## config.mk

```make
export PLATFORM = sky130hd
export DESIGN_NAME = input_unit10_flat
export DESIGN_NICKNAME = d
export VERILOG_FILES = /design/src/rtl/input_unit10_if.sv /design/src/rtl/input_unit10.sv /design/src/flat_wrapper.sv
export SDC_FILE = /design/constraint.sdc
export NUM_CORES = 1
export LEC_CHECK = 0
export CELL_PAD_IN_SITES_DETAIL_PLACEMENT = 0
export CELL_PAD_IN_SITES_GLOBAL_PLACEMENT = 2
export CORE_MARGIN = 2
export CORE_UTILIZATION = 50
export DETAILED_ROUTE_END_ITERATION = 8
export GPL_TIMING_DRIVEN = 1
export PLACE_DENSITY = 0.95
export SYNTH_ARGS = -nofsm -noshare
export SYNTH_HDL_FRONTEND = slang
export SYNTH_SLANG_ARGS = --single-unit
```

## constraint.sdc

```tcl
create_clock -name clk -period 12.1 [get_ports clk]
set_clock_uncertainty 0.15 [all_clocks]
set_input_delay 1.21 -clock clk [delete_from_list [all_inputs] [get_ports clk]]
set_output_delay 1.21 -clock clk [all_outputs]
set_load 0.1 [all_outputs]
```

## src/rtl/input_unit10_if.sv

```systemverilog
// input_unit10_if
//   Link/allocator bundle for one router input unit.
//   master : upstream link + switch allocator side (drives data_in, data_in_valid, ready)
//   slave  : the input unit (drives full, label, data_out, route_err)
//   Signals:
//     data_in       [DATASIZE] flit from upstream link
//     data_in_valid            data_in carries a flit this cycle
//     full                     FIFO holds DEPTH flits; upstream must hold off
//     ready                    allocator consumes head flit this cycle
//     label         [4]        one-hot route request: bit0 L, bit1 N, bit2 E, bit3 S
//     data_out      [DATASIZE] head flit
//     route_err                pulse while an unroutable head is being discarded
interface input_unit10_if #(
    parameter int DATASIZE = 40
);
    logic [DATASIZE-1:0] data_in;
    logic                data_in_valid;
    logic                full;
    logic                ready;
    logic [3:0]          label;
    logic [DATASIZE-1:0] data_out;
    logic                route_err;

    modport master (
        output data_in, data_in_valid, ready,
        input  full, label, data_out, route_err
    );

    modport slave (
        input  data_in, data_in_valid, ready,
        output full, label, data_out, route_err
    );
endinterface

```

## src/rtl/input_unit10.sv

```systemverilog
// input_unit10
//   Router input unit: circular flit FIFO with XY route computation on the
//   head flit. Heads routed west (x < LOCAL_X) have no output port and are
//   dropped automatically, flagged by a route_err pulse.
//   Ports:
//     clk       single clock, rising edge
//     rst       asynchronous, active-high reset (discards stored flits)
//     link      input_unit10_if.slave (data_in/data_in_valid/full,
//               ready/label/data_out/route_err)
//     flit_cnt  [16] saturating count of accepted pushes; present only when
//               INPUT_UNIT_STATS_EN is defined
//   Flit layout: src[39:36] dst[35:32] (y=dst[3:2], x=dst[1:0])
//                timestamp[31:24] data[23:2] type[1:0]
module input_unit10 #(
    parameter int DEPTH    = 8,
    parameter int WIDTH    = 3,
    parameter int DATASIZE = 40,
    parameter int LOCAL_X  = 0,
    parameter int LOCAL_Y  = 2
) (
    input  logic         clk,
    input  logic         rst,
    input_unit10_if.slave link
`ifdef INPUT_UNIT_STATS_EN
    ,
    output logic [15:0]  flit_cnt
`endif
);

    localparam int         DST_LSB = 32;
    localparam logic [1:0] LX      = 2'(LOCAL_X);
    localparam logic [1:0] LY      = 2'(LOCAL_Y);

    typedef enum logic [1:0] {
        IDLE,
        ROUTE,
        DISCARD
    } head_state_t;

    logic [DATASIZE-1:0] mem [DEPTH];
    logic [WIDTH-1:0]    wr_ptr;
    logic [WIDTH-1:0]    rd_ptr;
    logic [WIDTH:0]      count;

    head_state_t         state;
    logic [DATASIZE-1:0] head;
    logic [1:0]          head_x;
    logic [1:0]          head_y;
    logic [3:0]          route_dir;
    logic [3:0]          label;
    logic                route_err;
    logic                full;
    logic                push;
    logic                pop;

    assign full   = (count == (WIDTH+1)'(DEPTH));
    assign push   = link.data_in_valid && !full;
    assign head   = mem[rd_ptr];
    assign head_x = head[DST_LSB+1:DST_LSB];
    assign head_y = head[DST_LSB+3:DST_LSB+2];

    // XY routing: resolve x first, then y.
    always_comb begin
        route_dir = 4'b0000;
        if (head_x > LX)      route_dir = 4'b0100;
        else if (head_y < LY) route_dir = 4'b0010;
        else if (head_y > LY) route_dir = 4'b1000;
        else                  route_dir = 4'b0001;
    end

    // The head state is a pure function of the registered FIFO contents,
    // so the FIFO pointers/count act as the state register; this keeps the
    // empty-to-head latency at one cycle.
    always_comb begin
        state     = IDLE;
        label     = 4'b0000;
        route_err = 1'b0;
        pop       = 1'b0;
        if (count != '0) begin
            state = (head_x < LX) ? DISCARD : ROUTE;
        end
        case (state)
            ROUTE: begin
                label = route_dir;
                pop   = link.ready;
            end
            DISCARD: begin
                route_err = 1'b1;
                pop       = 1'b1;
            end
            default: ;
        endcase
    end

    always_ff @(posedge clk or posedge rst) begin
        if (rst) begin
            wr_ptr <= '0;
            rd_ptr <= '0;
            count  <= '0;
        end else begin
            if (push) wr_ptr <= wr_ptr + 1'b1;
            if (pop)  rd_ptr <= rd_ptr + 1'b1;
            case ({push, pop})
                2'b10:   count <= count + 1'b1;
                2'b01:   count <= count - 1'b1;
                default: count <= count;
            endcase
        end
    end

    // Storage is deliberately left out of reset.
    always_ff @(posedge clk) begin
        if (push) mem[wr_ptr] <= link.data_in;
    end

`ifdef INPUT_UNIT_STATS_EN
    always_ff @(posedge clk or posedge rst) begin
        if (rst) begin
            flit_cnt <= '0;
        end else if (push && (flit_cnt != '1)) begin
            flit_cnt <= flit_cnt + 1'b1;
        end
    end
`endif

    assign link.full      = full;
    assign link.label     = label;
    assign link.data_out  = head;
    assign link.route_err = route_err;

endmodule

```

## src/flat_wrapper.sv

```systemverilog
// flat-port wrapper written by rule: the top's interface ports become plain ports
module input_unit10_flat 
#(
    parameter int DEPTH    = 8,
    parameter int WIDTH    = 3,
    parameter int DATASIZE = 40,
    parameter int LOCAL_X  = 0,
    parameter int LOCAL_Y  = 2
)
  (clk, rst, link_data_in, link_data_in_valid, link_ready, link_full, link_label, link_data_out, link_route_err);
  input_unit10_if #(.DATASIZE(DATASIZE)) link_i ();
  input  logic clk;
  input  logic rst;
  input wire logic [$bits(link_i.data_in)-1:0] link_data_in;
  input wire logic [$bits(link_i.data_in_valid)-1:0] link_data_in_valid;
  input wire logic [$bits(link_i.ready)-1:0] link_ready;
  output wire logic [$bits(link_i.full)-1:0] link_full;
  output wire logic [$bits(link_i.label)-1:0] link_label;
  output wire logic [$bits(link_i.data_out)-1:0] link_data_out;
  output wire logic [$bits(link_i.route_err)-1:0] link_route_err;
  assign link_i.data_in = link_data_in;
  assign link_i.data_in_valid = link_data_in_valid;
  assign link_i.ready = link_ready;
  assign link_full = link_i.full;
  assign link_label = link_i.label;
  assign link_data_out = link_i.data_out;
  assign link_route_err = link_i.route_err;
  input_unit10 #(.DEPTH(DEPTH), .WIDTH(WIDTH), .DATASIZE(DATASIZE), .LOCAL_X(LOCAL_X), .LOCAL_Y(LOCAL_Y)) u_core (.clk(clk), .rst(rst), .link(link_i));
endmodule
```

==> out/summary.txt <==
Status -> finished clean
Reg2Reg Depth -> 5
Routed WL -> 23300 µm
Clk root buf -> clkbuf_16
Synth area leaders -> edfxtp_1, mux4_2, mux2_2
Sinks on Clock Net -> 330
Setup Buffers After CTS -> 0
Final instance area -> 14900 µm²
Worst Path Arrival -> 4.22 ns
Cells resized by post-CTS repair -> 0
# DRC -> 0
DIE HEIGHT -> 163 µm
P&R area growth vs syn -> 18.3%
Synthesized area per cell -> 23.6 µm²
DR vias -> 5666
Final GP Congestion -> 0.722
# port buffers -> 88
Die X-Extent -> 163 µm
CTS Buf Count -> 31
Number of global-route vias before repair -> 6052
Critical R2R Launch -> u_core.count[1]
Worst Tran Pin Value -> 1.16 ns
CTS Hold Bufs -> 0
H-tree levels -> 1
Site Rows -> 58
CTS tree -> built
Synth top area share -> 76.2%
Max clock buf depth -> 3
Crit path required time -> 10.74 ns
First-pass GRT wire length -> 35500 µm
# IOs -> 90
Final nets -> 690
Clock slew at reported path FFs -> 0.06 ns
1st-iter DRT viols -> 474
Synth Net Count -> 582
Drt pass-1 iters -> 4
Cell with the most instances after synthesis -> edfxtp_1
Crit path launch type -> flop
Dpl cell area -> 13900 µm²
Worst slew margin -> 22.8%
Synth area leader -> edfxtp_1
DP HPWL -> 13000 µm
Post-synth EDFFs -> 320
Fin crit period -> 5.58 ns
CP Class -> reg -> out
Reg area -> 9870 µm²
Full die area -> 26500 µm²
Type of the tightest min-delay check -> reg -> reg
Grt ovf -> 0
Synth Instances -> 533
HP Start -> u_core.count[3]
Synthesis-stage register bit count -> 330
Footprint of the multi-input gates -> 2670 µm²
Avg WL per Cell -> 23.3 µm
Largest net degree at the start of global routing -> 80
Routed Antenna Nets -> 0
GRT Resource Usage Total -> 18.0%
Pins Over Slew Limit -> 0
Synth top cells by count -> edfxtp_1, mux4_2, mux2_2
Setup TNS -> 0 ns
Worst R2R Setup Slack -> 8.98 ns
Endpoints failing setup -> 0
Async SR Flop Fraction -> 3.03%
Hold Vio Cnt, Final -> 0
Final worst path period share -> 46.1%
RSZ-0062 raised after global routing -> false
Yosys cell types -> 30
Max_cap viols -> 0
Initial core utilization -> 50.5%
Synth warn -> 0
Crit Path Max Fanout -> 48
Core ar. -> 25000 µm²
Hold depth -> 1
Main synth FF type -> edfxtp_1
Insertion delay to the later sink of the worst-skew pair -> 0.54 ns
Initial antenna violation count -> 5
Hold Path End -> u_core.count[3]
Cell area after synthesis -> 12600 µm²
Share of post-route cells with drive strength above 1 -> 28.3%
Max Freq -> 179 MHz
Via/cell ratio -> 5.68
Filler cell count -> 1711
Reg-to-Reg End -> u_core.mem[7][26]
Final hold slack -> 0.369 ns
Seq/Total Area, Yosys -> 78.2%
CP endpoint kind -> output pin
[metal layers]
layer  part of all wire (%)  vias up  global-route usage [%]  wire (µm)
met3                    6.2       40                    3.18       1440
met2                     53      204                    31.0      12300
li1                       -     2457                       -          -
met5                      0        -                       0          0
met1                     39     2965                    23.6       9060
met4                    2.1        0                    5.63        482
[registers in the layout (all words and copies together), names as in the netlist]
name	count
u_core.wr_ptr	3
u_core.count	4
u_core.mem	320
u_core.rd_ptr	3
[layout make-up]
cell class / instances / share of cell area, %
clock inverter: 20 / 1.17
tap: 330 / 2.77
clock buffer: 36 / 5.33
multi-input combinational: 175 / 17.9
antenna: 4 / 0.0671
inverter: 3 / 0.0755
sequential: 330 / 66.2
timing repair buffer: 100 / 6.51
[logic make-up after synthesis]
family          count (synthesis)  synth area share (%)
flops                         330                  78.2
mux                           122                  18.0
simple gates                   34                  1.44
buf+inv                        28                  1.00
xor+xnor                        8                 0.556
fa+ha+maj                       5                 0.496
compound gates                  5                 0.218
other cells                     1                0.0298
[layout by cell type, fill, tap and decap left out, drive strengths merged]
cell type	count
edfxtp	320
clkdlybuf4s50	88
mux4	80
mux2	41
clkbuf	36
clkinv	15
buf	12
dfrtp	10
nand2	9
nor2	7
xor2	5
ha	5
diode	4
inv	4
nor3	4
xnor2	3
nand2b	3
nor2b	3
bufinv	3
a21oi	2
nor4	2
o21ai	2
a21boi	1
mux2i	1
and2	1
or2	1
nor4b	1
and3b	1
nor3b	1
nand3b	1
conb	1
clkinvlp	1
[critical path, cell delays in order (launching register included)]
cell and delay [ns]:
dfrtp_4 0.88, buf_4 0.85, mux4_2 0.61, mux2_2 0.31
clkdlybuf4s50_1 0.98
[how the worst max path moves through the flow]
stage / startpoint / endpoint / slack (ns) / depth (start not counted)
floorplan: u_core.rd_ptr[0] / link_label[0] / 6.08 / 5
global placement: u_core.rd_ptr[0] / link_data_out[9] / 7.03 / 4
detailed placement: u_core.rd_ptr[0] / link_data_out[9] / 6.98 / 4
CTS: u_core.rd_ptr[0] / link_data_out[27] / 6.38 / 4
global route: u_core.rd_ptr[0] / link_data_out[27] / 6.22 / 4
finish: u_core.rd_ptr[0] / link_data_out[27] / 6.52 / 4
[through the flow]
step / util, % / std cells / setup slack [ns]
after CTS: 59.7 / 994 / 6.38
after floorplan: - / 533 / 6.08
after global routing: 59.7 / 997 / 6.22
after detailed placement: 55.8 / 938 / 6.98
final: 59.8 / 998 / 6.52
after global placement: 55.8 / 938 / 7.03
Power is not shown: default switching activity piles up to over one toggle a cycle in this logic, so the estimate is an artifact.
